## src/rtl/cpu_sequencer_if.sv

```systemverilog
// Instruction- and data-memory handshake bundle between the CPU sequencer and its memories.
interface cpu_sequencer_if #(
  parameter int PC_WIDTH = 8
);
  logic                imem_req;
  logic [PC_WIDTH-1:0] imem_addr;
  logic                imem_ack;
  logic [7:0]          imem_rdata;
  logic                dmem_req;
  logic                dmem_we;
  logic                dmem_ack;

  modport master (
    output imem_req, imem_addr, dmem_req, dmem_we,
    input  imem_ack, imem_rdata, dmem_ack
  );

  modport slave (
    input  imem_req, imem_addr, dmem_req, dmem_we,
    output imem_ack, imem_rdata, dmem_ack
  );
endinterface

```

## src/rtl/cpu_sequencer.sv

```systemverilog
// Multi-cycle fetch/decode/execute sequencer for the 8-bit CPU.
// Define SEQ_ILLEGAL_TRAP_EN to halt on illegal opcodes; otherwise they execute as counted NOPs.
module cpu_sequencer #(
  parameter int PC_WIDTH     = 8,
  parameter int RETIRE_WIDTH = 16
) (
  input  logic                    clk,
  input  logic                    rst_n,
  cpu_sequencer_if.master         bus,
  output logic [7:0]              ir,
  input  logic [1:0]              cu_mem_op,
  input  logic                    cu_write_enable,
  input  logic [3:0]              cu_branch_offset,
  input  logic                    zero_flag,
  output logic                    rf_we,
  output logic                    flags_we,
  output logic [PC_WIDTH-1:0]     pc,
  output logic [2:0]              state,
  output logic                    halted,
  output logic                    illegal,
  output logic [RETIRE_WIDTH-1:0] retired
);

  localparam logic [2:0] S_FETCH  = 3'd0;
  localparam logic [2:0] S_DECODE = 3'd1;
  localparam logic [2:0] S_EXEC   = 3'd2;
  localparam logic [2:0] S_MEM    = 3'd3;
  localparam logic [2:0] S_WB     = 3'd4;
  localparam logic [2:0] S_HALT   = 3'd5;

  localparam logic [3:0] OP_HALT = 4'b0001;
  localparam logic [3:0] OP_BEQ  = 4'b1010;
  localparam logic [3:0] OP_BNE  = 4'b1011;

  logic [2:0]              state_reg, state_next;
  logic [PC_WIDTH-1:0]     pc_reg, pc_next;
  logic [7:0]              ir_reg, ir_next;
  logic                    illegal_reg, illegal_next;
  logic [RETIRE_WIDTH-1:0] retired_reg, retired_next;
  logic                    retire_inc;

  logic [3:0]              opcode;
  logic [15:0]             legal_mask;
  logic                    is_branch;
  logic                    branch_taken;
  logic [PC_WIDTH-1:0]     branch_sext;

  // One bit per opcode: 0001, 0011, 0101 and the whole 1xxx half are legal.
  genvar gi;
  generate
    for (gi = 0; gi < 16; gi++) begin : g_legal
      assign legal_mask[gi] = (gi == 1) || (gi == 3) || (gi == 5) || (gi >= 8);
    end
  endgenerate

  assign opcode       = ir_reg[7:4];
  assign is_branch    = (opcode == OP_BEQ) || (opcode == OP_BNE);
  assign branch_taken = (opcode == OP_BEQ) ? zero_flag : !zero_flag;
  assign branch_sext  = {{(PC_WIDTH-4){cu_branch_offset[3]}}, cu_branch_offset};

  always_comb begin
    state_next   = state_reg;
    pc_next      = pc_reg;
    ir_next      = ir_reg;
    illegal_next = illegal_reg;
    retire_inc   = 1'b0;
    case (state_reg)
      S_FETCH: begin
        if (bus.imem_ack) begin
          ir_next    = bus.imem_rdata;
          pc_next    = pc_reg + PC_WIDTH'(1);
          state_next = S_DECODE;
        end
      end
      S_DECODE: begin
        if (opcode == OP_HALT) begin
          state_next = S_HALT;
          retire_inc = 1'b1;
        end else if (!legal_mask[opcode]) begin
          illegal_next = 1'b1;
`ifdef SEQ_ILLEGAL_TRAP_EN
          state_next   = S_HALT;
`else
          state_next   = S_FETCH;
          retire_inc   = 1'b1;
`endif
        end else if (cu_mem_op != 2'b00) begin
          state_next = S_MEM;
        end else begin
          state_next = S_EXEC;
        end
      end
      S_EXEC: begin
        if (is_branch) begin
          // pc already points past the branch, so the offset is relative to the next instruction.
          if (branch_taken) begin
            pc_next = pc_reg + branch_sext;
          end
          state_next = S_FETCH;
          retire_inc = 1'b1;
        end else begin
          state_next = S_WB;
        end
      end
      S_MEM: begin
        if (bus.dmem_ack) begin
          if (cu_mem_op == 2'b10) begin
            state_next = S_FETCH;
            retire_inc = 1'b1;
          end else begin
            state_next = S_WB;
          end
        end
      end
      S_WB: begin
        state_next = S_FETCH;
        retire_inc = 1'b1;
      end
      S_HALT: begin
        state_next = S_HALT;
      end
      default: begin
        state_next = S_FETCH;
      end
    endcase
    retired_next = retire_inc ? retired_reg + RETIRE_WIDTH'(1) : retired_reg;
  end

  always_ff @(posedge clk) begin
    if (!rst_n) begin
      state_reg   <= S_FETCH;
      pc_reg      <= '0;
      ir_reg      <= '0;
      illegal_reg <= 1'b0;
      retired_reg <= '0;
    end else begin
      state_reg   <= state_next;
      pc_reg      <= pc_next;
      ir_reg      <= ir_next;
      illegal_reg <= illegal_next;
      retired_reg <= retired_next;
    end
  end

  // Strobes decode only the registered state and the control-unit view of ir.
  assign bus.imem_req  = (state_reg == S_FETCH);
  assign bus.imem_addr = pc_reg;
  assign bus.dmem_req  = (state_reg == S_MEM);
  assign bus.dmem_we   = (state_reg == S_MEM) && (cu_mem_op == 2'b10);
  assign rf_we         = (state_reg == S_WB) && cu_write_enable;
  assign flags_we      = (state_reg == S_WB) && (cu_mem_op == 2'b00);
  assign halted        = (state_reg == S_HALT);

  assign ir      = ir_reg;
  assign pc      = pc_reg;
  assign state   = state_reg;
  assign illegal = illegal_reg;
  assign retired = retired_reg;

endmodule

```

## src/flat_wrapper.sv

```systemverilog
// flat-port wrapper written by rule: the top's interface ports become plain ports
module cpu_sequencer_flat 
#(
  parameter int PC_WIDTH     = 8,
  parameter int RETIRE_WIDTH = 16
)
  (clk, rst_n, ir, cu_mem_op, cu_write_enable, cu_branch_offset, zero_flag, rf_we, flags_we, pc, state, halted, illegal, retired, bus_imem_req, bus_imem_addr, bus_dmem_req, bus_dmem_we, bus_imem_ack, bus_imem_rdata, bus_dmem_ack);
  cpu_sequencer_if #(.PC_WIDTH(PC_WIDTH)) bus_i ();
  input  logic clk;
  input  logic rst_n;
  output logic [7:0] ir;
  input  logic [1:0] cu_mem_op;
  input  logic cu_write_enable;
  input  logic [3:0] cu_branch_offset;
  input  logic zero_flag;
  output logic rf_we;
  output logic flags_we;
  output logic [PC_WIDTH-1:0] pc;
  output logic [2:0] state;
  output logic halted;
  output logic illegal;
  output logic [RETIRE_WIDTH-1:0] retired;
  output wire logic [$bits(bus_i.imem_req)-1:0] bus_imem_req;
  output wire logic [$bits(bus_i.imem_addr)-1:0] bus_imem_addr;
  output wire logic [$bits(bus_i.dmem_req)-1:0] bus_dmem_req;
  output wire logic [$bits(bus_i.dmem_we)-1:0] bus_dmem_we;
  input wire logic [$bits(bus_i.imem_ack)-1:0] bus_imem_ack;
  input wire logic [$bits(bus_i.imem_rdata)-1:0] bus_imem_rdata;
  input wire logic [$bits(bus_i.dmem_ack)-1:0] bus_dmem_ack;
  assign bus_imem_req = bus_i.imem_req;
  assign bus_imem_addr = bus_i.imem_addr;
  assign bus_dmem_req = bus_i.dmem_req;
  assign bus_dmem_we = bus_i.dmem_we;
  assign bus_i.imem_ack = bus_imem_ack;
  assign bus_i.imem_rdata = bus_imem_rdata;
  assign bus_i.dmem_ack = bus_dmem_ack;
  cpu_sequencer #(.PC_WIDTH(PC_WIDTH), .RETIRE_WIDTH(RETIRE_WIDTH)) u_core (.clk(clk), .rst_n(rst_n), .bus(bus_i), .ir(ir), .cu_mem_op(cu_mem_op), .cu_write_enable(cu_write_enable), .cu_branch_offset(cu_branch_offset), .zero_flag(zero_flag), .rf_we(rf_we), .flags_we(flags_we), .pc(pc), .state(state), .halted(halted), .illegal(illegal), .retired(retired));
endmodule
```

## config.mk

```make
export PLATFORM = sky130hd
export DESIGN_NAME = cpu_sequencer_flat
export DESIGN_NICKNAME = d
export VERILOG_FILES = /design/src/rtl/cpu_sequencer_if.sv /design/src/rtl/cpu_sequencer.sv /design/src/flat_wrapper.sv
export SDC_FILE = /design/constraint.sdc
export NUM_CORES = 1
export LEC_CHECK = 0
export ABC_AREA = 1
export CAP_MARGIN = 20
export CORE_UTILIZATION = 40
export DETAILED_ROUTE_END_ITERATION = 8
export HOLD_SLACK_MARGIN = 0.06
export PLACE_DENSITY = 0.77
export SLEW_MARGIN = 0
export SYNTH_ARGS = -nofsm -noshare
export SYNTH_HDL_FRONTEND = slang
export SYNTH_SLANG_ARGS = --single-unit
```

## constraint.sdc

```tcl
create_clock -name clk -period 3.1 [get_ports clk]
set_clock_uncertainty 0.2 [all_clocks]
set_input_delay 0.62 -clock clk [delete_from_list [all_inputs] [get_ports clk]]
set_output_delay 0.62 -clock clk [all_outputs]
set_load 0.01 [all_outputs]
```

==> flow_metrics.env <==
export IMPL_status="finished clean"
export IMPL_fp_dieW_microns=76.91
export IMPL_detail_route_antenna_nets=0
export IMPL_wire_per_inst_microns=12.16
export IMPL_path_max_fanout=4
export IMPL_period_minus_slack_ps=2816
export IMPL_worstPathRequired_ps=2280
export IMPL_drive_gt1_frac=0.1129
export IMPL_cp_common_cell="clkdlybuf4s50_1"
export IMPL_hold_buffers=0
export IMPL_synth_top_area_cell="dfxtp_1"
export IMPL_slowest_delay_ps=580
export IMPL_path_buf_inv=2
export IMPL_cpMaxStageDelayCell="clkdlybuf4s50_1"
export IMPL_yosys_most_used_dff="dfxtp_1"
export IMPL_nets=405
export IMPL_rsz0062_at_grt="no"
export IMPL_cts_tree="yes"
export IMPL_p_leak_nw=1.243
export IMPL_root_buffer="clkbuf_8"
export IMPL_p_sw_frac=0.2988
export IMPL_largest_reg_flops=16
export IMPL_hold_viol_final=0
export IMPL_grt_max_degree=19
export IMPL_ctsResizeCount=0
export IMPL_cts_made_buffers=5
export IMPL_synthAdderAreaFrac=0.03122
export IMPL_min_path_type="flop to flop"
export IMPL_hpwlAfterDp_microns=4095
export IMPL_yosysTopAreaCellShare=0.3300
export IMPL_min_period_over_period=0.9085
export IMPL_path_class="input pin to output port"
export IMPL_fmaxAchievable_mhz=355.1
export IMPL_synth_xor_area_frac=0.05072
export IMPL_cellInternalPower_mw=1.018
export IMPL_post_cts_buffers=0
export IMPL_vias=2224
export IMPL_synthSimpleGateAreaFrac=0.3127
export IMPL_syn2layout_area_growth_pct=37.12
export IMPL_syn_nets=340
export IMPL_power_density_nw_per_um2=471.8
export IMPL_p_total_mw=1.452
export IMPL_antenna_found_initial=0
export IMPL_path_clk_slew_ps=80
export IMPL_initial_core_util=0.4259
export IMPL_mostFrequentLayoutCells="69 x clkdlybuf4s50_1, 60 x nand2_1, 40 x inv_1"
export IMPL_comb_power_share=0.269
export IMPL_finalSetupTns_ps=0
export IMPL_io_pin_count=70
export IMPL_clk_latency_ps=280
export IMPL_grt_pass1_wl_microns=9218
export IMPL_setup_violations=0
export IMPL_vias_per_cell=4.931
export IMPL_synth_seq_cells=37
export IMPL_synth_compound_area_frac=0.1566
export IMPL_htreeDepth=2
export IMPL_gr_total_overflow=0
export IMPL_power_frac_seq=0.387
export IMPL_synth_warnings=0
export IMPL_routed_wl_microns=5484
export IMPL_die_h_microns=76.91
export IMPL_synth_cell_area_sq_um=2245
export IMPL_synth_edf_count=0
export IMPL_irDropWorstVdd_uv=293.9
export IMPL_drt_iter0_markers=91
export IMPL_clockBufferDepth=2
export IMPL_final_common_cell="clkdlybuf4s50_1"
export IMPL_synthMuxAreaShare=0
export IMPL_synth_area_top_cells="dfxtp_1 33%, nand2_1 10%, inv_1 6.7%, nor2_1 5.2%, a21oi_1 4.9%"
export IMPL_pwr_share_clk=0.345
export IMPL_ys_types=36
export IMPL_slew_headroom=0.5601
export IMPL_remaining_drc_errors=0
export IMPL_track_usage=0.1919
export IMPL_maxSlewViolCount=0
export IMPL_synth_area_per_cell_sq_um=7.126
export IMPL_maxCapViolations=0
export IMPL_cp_start_kind="input pin"
export IMPL_r2r_slack_ps=570
export IMPL_numPortBuffers=69
export IMPL_grt_pass1_vias=2074
export IMPL_switchingPower_mw=0.4339
export IMPL_crit_family="buffers and inverters"
export IMPL_die_area_sq_um=5915
export IMPL_endpoint_kind="output port"
export IMPL_worst_slew_pin_slew_ps=659.1
export IMPL_ys_seq_area_frac=0.3300
export IMPL_cts_sinks=37
export IMPL_core_area_sq_um=5270
export IMPL_ys_async_sr_fraction=0
export IMPL_cp_cell_sequence="clkdlybuf4s50_1 > nor3b_4 > clkdlybuf4s50_1"
export IMPL_critPathArrivalTime_ps=2000
export IMPL_gp_congestion=0.8979
export IMPL_synth_top_family_by_area="simple AND/OR/NAND/NOR gates"
export IMPL_n_antenna_cell=0
export IMPL_rows=26
export IMPL_syn_inst=315
export IMPL_dr_pass1_iters=4
[layer usage]
metal	track usage	share of wire	up-vias
li1	-	-	1147
met1	0.2400	0.48	1004
met2	0.3223	0.47	67
met3	0.04167	0.043	6
met4	0.06731	0.0084	0
met5	0	0	-
[final timing paths]
kind                                 startpoint                 endpoint  cells past startpoint
worst max-delay path               cu_mem_op[0]              bus_dmem_we                      3
worst min register to register   u_core.illegal           u_core.illegal                      2
worst min-delay path             u_core.illegal           u_core.illegal                      2
worst max register to register  u_core.state[1]  u_core.bus.imem_addr[6]                     18
[area by class of cell]
cell class | count | area, sq um
tap | 70 | 87.58
timing repair buffer | 72 | 713.2
inverter | 44 | 165.2
fill | 498 | 2192
clock inverter | 3 | 65.06
multi-input combinational | 220 | 1237
clock buffer | 5 | 68.82
sequential | 37 | 740.7
[per-stage QoR]
stage	instances	instance area [sq um]	hold slack, ps	setup slack (ps)	utilization
2_1_floorplan	315	2245	286.0	750.3	-
3_3_place_gp	443	2944	253.5	300.3	0.5586
3_5_place_dp	443	2944	259.1	279.0	0.5586
4_1_cts	451	3078	288.1	291.2	0.5840
5_1_grt	451	3078	315.8	253.4	0.5840
6_report	451	3078	283.8	283.7	0.5840
[tightest hold or removal path, delay by kind of cell (launching register included)]
family,cells,cell delay [ps]
AOI/OAI and AO/OA,1,40
DFF,1,340
and+or+nand+nor,1,70
[cells by family (layout without fill, tap and decap cells)]
kind of cell | Yosys count | after routing
and+or+nand+nor | 145 | 145
buffers and inverters | 58 | 124
AOI/OAI and AO/OA | 57 | 57
DFF | 37 | 37
xor gates and xnor gates | 13 | 13
adders and majority gates | 5 | 5
[synth_stat cells (all sizes together) (4+ instances only)]
master / number
a21oi: 29
buf: 12
dfxtp: 37
ha: 4
inv: 44
nand2: 67
nand3: 16
nand4: 7
nor2: 37
nor3: 12
o211ai: 5
o21ai: 18
xnor2: 4
xor2: 9
[power groups by stage]
stage	Combinational [mW]	Clock (mW)	Sequential (mW)
after floorplan	0.224	0	0.582
after global placement	0.383	0	0.571
after detailed placement	0.389	0	0.572
after CTS	0.392	0.507	0.561
after global routing	0.429	0.531	0.568
final	0.390	0.501	0.561
No activity file was read; power rests on OpenSTA's default activity.
